**src/rtl/reg_file.sv**
```systemverilog
`default_nettype none
// ============================================================================
// Module   : reg_file
// Brief    : General-purpose register file with two combinational read
//            ports, one write port, write-through bypass, a hardwired $0,
//            and a post-reset hardware clear sequence so that the storage
//            does not need a parallel reset.
// Revision : 1.0 - initial release
// ============================================================================
module reg_file #(
    parameter int DATA_WIDTH = 32,
    parameter int ADDR_WIDTH = 5
) (
    input  logic                  clk,
    input  logic                  rst,
    input  logic                  read_en_1,
    input  logic [ADDR_WIDTH-1:0] read_addr_1,
    output logic [DATA_WIDTH-1:0] read_data_1,
    input  logic                  read_en_2,
    input  logic [ADDR_WIDTH-1:0] read_addr_2,
    output logic [DATA_WIDTH-1:0] read_data_2,
    input  logic                  write_en,
    input  logic [ADDR_WIDTH-1:0] write_addr,
    input  logic [DATA_WIDTH-1:0] write_data,
    output logic                  init_busy,
    input  logic [ADDR_WIDTH-1:0] debug_addr,
    output logic [DATA_WIDTH-1:0] debug_data
);

    localparam int                    REG_NUM  = 2 ** ADDR_WIDTH;
    localparam logic [ADDR_WIDTH-1:0] LAST_IDX = ADDR_WIDTH'(REG_NUM - 1);
    localparam logic [ADDR_WIDTH-1:0] ZERO_IDX = '0;

    typedef enum logic [0:0] {
        INIT  = 1'b0,
        READY = 1'b1
    } state_t;

    state_t                  state_q, state_d;
    logic [ADDR_WIDTH-1:0]   clr_idx_q, clr_idx_d;
    logic [DATA_WIDTH-1:0]   mem_q [REG_NUM];

    logic                    mem_we;
    logic [ADDR_WIDTH-1:0]   mem_waddr;
    logic [DATA_WIDTH-1:0]   mem_wdata;
    logic                    ready;

    assign ready = rst && (state_q == READY);

    // State and clear counter; reset restarts the clear at entry 1 ($0 is hardwired).
    always_ff @(posedge clk) begin
        if (!rst) begin
            state_q   <= INIT;
            clr_idx_q <= ADDR_WIDTH'(1);
        end else begin
            state_q   <= state_d;
            clr_idx_q <= clr_idx_d;
        end
    end

    // Next state plus the single storage write port, shared by clear and WB writes.
    always_comb begin
        state_d   = state_q;
        clr_idx_d = clr_idx_q;
        mem_we    = 1'b0;
        mem_waddr = write_addr;
        mem_wdata = write_data;
        case (state_q)
            INIT: begin
                mem_we    = 1'b1;
                mem_waddr = clr_idx_q;
                mem_wdata = '0;
                if (clr_idx_q == LAST_IDX) begin
                    // Counter holds at the last entry; it is unused once READY.
                    state_d = READY;
                end else begin
                    clr_idx_d = clr_idx_q + ADDR_WIDTH'(1);
                end
            end
            READY: begin
                mem_we = write_en && (write_addr != ZERO_IDX);
            end
            default: begin
                state_d = INIT;
            end
        endcase
    end

    // Storage array without reset so it can map onto RAM; reset edges never write it.
    always_ff @(posedge clk) begin
        if (rst && mem_we) begin
            mem_q[mem_waddr] <= mem_wdata;
        end
    end

    // Read port 1: gated to zero when not ready/disabled/$0, bypasses a same-cycle write.
    always_comb begin
        read_data_1 = '0;
        if (ready && read_en_1 && (read_addr_1 != ZERO_IDX)) begin
            if (write_en && (write_addr == read_addr_1)) begin
                read_data_1 = write_data;
            end else begin
                read_data_1 = mem_q[read_addr_1];
            end
        end
    end

    // Read port 2: identical behaviour to port 1.
    always_comb begin
        read_data_2 = '0;
        if (ready && read_en_2 && (read_addr_2 != ZERO_IDX)) begin
            if (write_en && (write_addr == read_addr_2)) begin
                read_data_2 = write_data;
            end else begin
                read_data_2 = mem_q[read_addr_2];
            end
        end
    end

    // Debug peek shows raw storage with no bypass; entry 0 is never stored so it is forced to 0.
    always_comb begin
        debug_data = '0;
        if (debug_addr != ZERO_IDX) begin
            debug_data = mem_q[debug_addr];
        end
    end

    assign init_busy = !ready;

endmodule
`default_nettype wire

```
**config.mk**
```make
export PLATFORM = sky130hd
export DESIGN_NAME = reg_file
export DESIGN_NICKNAME = d
export VERILOG_FILES = /design/src/rtl/reg_file.sv
export SDC_FILE = /design/constraint.sdc
export NUM_CORES = 2
export LEC_CHECK = 0
export ABC_CLOCK_PERIOD_IN_PS = 3800
export BUFFER_PORTS_ARGS = -buffer_cell sky130_fd_sc_hd__buf_2
export CAP_MARGIN = 40
export CORE_MARGIN = 2
export CORE_UTILIZATION = 30
export DETAILED_ROUTE_END_ITERATION = 16
export PLACE_DENSITY_LB_ADDON = 0.05
export SYNTH_ARGS = -nofsm -noshare
export SYNTH_HDL_FRONTEND = slang
export SYNTH_SLANG_ARGS = --single-unit
```
**constraint.sdc**
```tcl
create_clock -name clk -period 3.8 [get_ports clk]
set_input_delay 0.76 -clock clk [delete_from_list [all_inputs] [get_ports clk]]
set_output_delay 0.76 -clock clk [all_outputs]
set_load 0.1 [all_outputs]
```
==> report_table.html <==
<table>
<tr><th>Metric</th><th>Value</th></tr>
<tr><th colspan="2">Route</th></tr>
<tr><td>Vias per Instance</td><td>6.22</td></tr>
<tr><td>First-pass detailed-route iteration total</td><td>5</td></tr>
<tr><td># DRC</td><td>0</td></tr>
<tr><td>Aggregate routed wire length</td><td>269 mm</td></tr>
<tr><td>WL per Instance</td><td>43.4 um</td></tr>
<tr><td>Number of nets with antenna violations after detailed routing</td><td>0</td></tr>
<tr><td>Vias post-DR</td><td>38.5k</td></tr>
<tr><td>DRC violation total after the first TritonRoute iteration</td><td>4618</td></tr>
<tr><th colspan="2">Global route</th></tr>
<tr><td>First-pass GRT wire length</td><td>358 mm</td></tr>
<tr><td>Maximum number of pins on one net before global-route repair</td><td>54</td></tr>
<tr><td>Total grt overflow</td><td>0</td></tr>
<tr><td>Number of antenna violations at the first check in global routing</td><td>20</td></tr>
<tr><td>Global-route usage over all layers</td><td>27.5%</td></tr>
<tr><td>Vias in the first global route</td><td>39.3k</td></tr>
<tr><th colspan="2">Die</th></tr>
<tr><td>Die Area</td><td>192000 um2</td></tr>
<tr><td>Width of the die</td><td>439 um</td></tr>
<tr><td>Effective utilization at floorplan</td><td>30.2%</td></tr>
<tr><td>Top-level port count</td><td>154</td></tr>
<tr><td>Rows</td><td>159</td></tr>
<tr><td>Core region area</td><td>188000 um2</td></tr>
<tr><td>Vertical die dimension</td><td>439 um</td></tr>
<tr><th colspan="2">Min path</th></tr>
<tr><td>Class of the tightest hold or removal check</td><td>input port to flip-flop</td></tr>
<tr><td>Instance count along the most critical hold path</td><td>3</td></tr>
<tr><th colspan="2">Timing</th></tr>
<tr><td>Max frequency</td><td>0.264 GHz</td></tr>
<tr><td>Worst-margin pin slew</td><td>0.880 ns</td></tr>
<tr><td>Count of final max-slew check failures</td><td>0</td></tr>
<tr><td>Setup violators final</td><td>0</td></tr>
<tr><td>Tcrit/Tclk final</td><td>99.7%</td></tr>
<tr><td>Setup repair after global routing missed its margin</td><td>true</td></tr>
<tr><td>Clock skew</td><td>0.0266 ns</td></tr>
<tr><td>Hold Fails Final Rpt</td><td>0</td></tr>
<tr><td>Slew Limit Headroom</td><td>41.3%</td></tr>
<tr><td>Min cycle time layout</td><td>3.79 ns</td></tr>
<tr><th colspan="2">Worst setup path</th></tr>
<tr><td>Top cell family by delay on the critical path</td><td>multiplexers</td></tr>
<tr><td>Arrival time of the worst setup path</td><td>3.03 ns</td></tr>
<tr><td>Maximum fanout along the worst path</td><td>5</td></tr>
<tr><td>Startpoint type of the worst setup path</td><td>input port</td></tr>
<tr><td>Class of the most critical setup path</td><td>input port to output pin</td></tr>
<tr><td>Critical path buffers and inverters</td><td>4</td></tr>
<tr><td>Depth of the most critical reg-to-reg path</td><td>5</td></tr>
<tr><td>Crit path depth</td><td>8</td></tr>
<tr><td>Crit-path cells</td><td>buf_16 -&gt; buf_12 -&gt; buf_16 -&gt; mux4_2 -&gt; mux2_2 -&gt; a221o_1 -&gt; a32o_2 -&gt; buf_12</td></tr>
<tr><td>Endpoint type of the worst setup path</td><td>output pin</td></tr>
<tr><td>Req. time, crit path</td><td>3.04 ns</td></tr>
<tr><td>Critical-path top delay cell</td><td>mux4_2</td></tr>
<tr><td>Longest individual stage delay on the worst path</td><td>0.54 ns</td></tr>
<tr><th colspan="2">Synth</th></tr>
<tr><td>Total standard cell area after synthesis</td><td>56700 um2</td></tr>
<tr><td>Top cells by area in the synthesized netlist</td><td>edfxtp_1 (54%), mux4_2 (29%), mux2i_1 (3.9%)</td></tr>
<tr><td>Sequential-to-total area share from yosys stat</td><td>54.5%</td></tr>
<tr><td>Share of flip-flops with an asynchronous set or reset after synthesis</td><td>0%</td></tr>
<tr><td>Yosys synthesis warning count</td><td>0</td></tr>
<tr><td>Ys flop type</td><td>edfxtp_1</td></tr>
<tr><td>Cells after synthesis</td><td>3154</td></tr>
<tr><td>Number of distinct library cell variants in the gate-level netlist after synthesis</td><td>45</td></tr>
<tr><td>Number of enable-type register cells in the synthesized netlist</td><td>1024</td></tr>
<tr><td>Yosys top cell area share</td><td>54.3%</td></tr>
<tr><td>Number of register bits inferred by synthesis</td><td>1030</td></tr>
<tr><td>Total nets after synthesis</td><td>3213</td></tr>
<tr><td>Library cell occupying the most area in the post-synthesis netlist</td><td>edfxtp_1</td></tr>
<tr><td>Avg Inst Size Synth</td><td>18.0 um2</td></tr>
<tr><th colspan="2">Clock tree</th></tr>
<tr><td>Clock tree root buffer cell</td><td>clkbuf_16</td></tr>
<tr><td>Clock Pin Slew Worst Setup and Hold Paths</td><td>0.06 ns</td></tr>
<tr><td>H-tree lvl count</td><td>4</td></tr>
<tr><td>Clock tree from TritonCTS</td><td>yes</td></tr>
<tr><td>Clock latency on the worst-skew pair</td><td>0.80 ns</td></tr>
<tr><td>Clock tree sinks</td><td>1030</td></tr>
<tr><td>Max clock buf depth</td><td>3</td></tr>
<tr><td>Number of buffers created by CTS</td><td>130</td></tr>
<tr><th colspan="2">Power</th></tr>
<tr><td>Power density over the cells</td><td>403 nW/um2</td></tr>
<tr><td>Max IR drop VDD</td><td>0.000287 V</td></tr>
<tr><td>Leak pwr</td><td>23.3 nW</td></tr>
<tr><th colspan="2">Final layout</th></tr>
<tr><td>Relative area change from synthesis to final layout</td><td>25.8%</td></tr>
<tr><td>Non-filler cells, final</td><td>6194</td></tr>
<tr><td>Final-stage net count</td><td>3655</td></tr>
<tr><td>Final non-filler cell area</td><td>71200 um2</td></tr>
<tr><td>Share of final-layout standard cells stronger than drive strength 1</td><td>46.1%</td></tr>
<tr><th colspan="2">Placed design</th></tr>
<tr><td>Placer congestion estimate</td><td>0.822</td></tr>
<tr><td>HPWL after DPL</td><td>163 mm</td></tr>
<tr><td>Count of input and output buffers</td><td>153</td></tr>
<tr><td>Cell area after placement</td><td>66000 um2</td></tr>
<tr><td>Cell total after placement</td><td>5907</td></tr>
<tr><th colspan="2">Status</th></tr>
<tr><td>Result of the run</td><td>finished clean</td></tr>
<tr><th colspan="2">Run</th></tr>
<tr><td>Max-cap violation count</td><td>0</td></tr>
</table>
## final cells by class
cell class,instances,area (um2)
Tap cell,2495,3120
Multi-Input combinational cell,1777,24800
Fill cell,17142,117000
Timing Repair Buffer,617,8120
Antenna cell,6,15.0
Inverter,40,150
Sequential cell,1030,30900
Clock buffer,153,3420
Clock inverter,76,764
## routing by layer
metal / GRT usage [%] / share of wire [%] / vias to the layer above
met4: 11.2 / 4.6 / 2
met2: 47.1 / 50 / 2026
li1: - / - / 14684
met3: 4.44 / 6.3 / 525
met5: 0 / 0.0030 / -
met1: 34.7 / 39 / 21310
## power breakdown
group	internal, mW	switching (mW)	leakage [nW]
logic	1.59	2.20	12.2
clock network	7.27	5.13	2.04
registers	12.4	0.0704	9.07
## sequential cells by signal (all words and copies together), names as in the netlist
register	flops
state_q	1
mem_q	1024
clr_idx_q	5
## layout by cell type, fill, tap and decap left out, types with 19 or more instances in the layout
master and count:
buf_6 29, a21oi_1 61, buf_8 25, mux2i_1 218, inv_1 38, o221ai_1 32
nand3_1 52, mux4_2 735, a221o_1 50, clkbuf_16 136, buf_4 248, o21ai_0 53
clkinv_1 21, a211oi_1 41, and2_1 32, o21ai_2 34, nor2_4 36, a31oi_1 30
buf_2 60, a221oi_1 20, clkbuf_1 19, buf_12 231, a211o_1 22, edfxtp_1 1024
mux2_2 33, nand2_1 104, a32o_2 20, a22oi_1 31, clkinv_2 20, nor2b_1 62
## worst reg2reg max path: stages, from the launching register on
cell and delay [ns]:
dfxtp_4 0.44, buf_16 0.25, mux2_2 0.39, a211o_1 0.61, nor2_4 0.26, buf_12 0.38
## path summary, 6_finish.rpt
path / endpoint / start / slack (ns)
worst max register to register: mem_q[10][9]$_DFFE_PP_ / state_q$_SDFF_PN0_ / 1.00
worst min register to register: clr_idx_q[4]$_SDFFE_PN0P_ / clr_idx_q[4]$_SDFFE_PN0P_ / 0.57
worst min-delay path: clr_idx_q[0]$_SDFFE_PN1P_ / rst / 0.33
worst max-delay path: read_data_2[2] / read_addr_2[0] / 0.01
## stage by stage
stage	TNS, ns	hold slack [ns]	power (mW)	utilization (%)	setup slack (ns)
5_1_grt	-0.0188	0.318	29.5	37.9	-0.0101
6_report	0	0.333	28.7	37.9	0.0120
3_5_place_dp	-2.60	0.554	16.4	35.1	-0.287
4_1_cts	-0.0238	0.272	28.9	37.7	-0.0208
2_1_floorplan	0	0.509	14.8	-	0.149
3_3_place_gp	-3.18	0.535	16.4	34.9	-0.315
## what timing repair did
| action | CTS | global route |
|---|---|---|
| hold buffers | 0 | 0 |
| setup endpoints to repair | 44 | 32 |
| resized for setup | 89 | 30 |
| cloned | 8 | 2 |
| pin swaps | 5 | 9 |
| setup buffers | 8 | 33 |
## Yosys cell counts (all sizes together), types with 3 or more instances
library cell,count
a211o,31
a211oi,46
a21oi,64
a221o,51
a221oi,20
a22oi,32
a31oi,33
a32o,32
and2,33
and3,3
buf,160
clkbuf,147
dfxtp,6
edfxtp,1024
inv,40
mux2,33
mux2i,218
mux4,741
nand2,104
nand3,56
nand3b,3
nor2,53
nor2b,67
nor3,4
o21ai,90
o221ai,32
xnor2,8
xor2,5
## logic make-up after synthesis
kind of cell,count (synthesis),share of synthesized area [%]
AO/OA/AOI/OAI,439,5.62
XOR/XNOR,13,0.201
adder cells (fa/ha/maj),2,0.0442
buffers and inverters,347,2.79
flip-flops,1030,54.5
multiplexers,992,34.0
AND/OR/NAND/NOR,331,2.84
No activity file was read; power rests on OpenSTA's default activity.
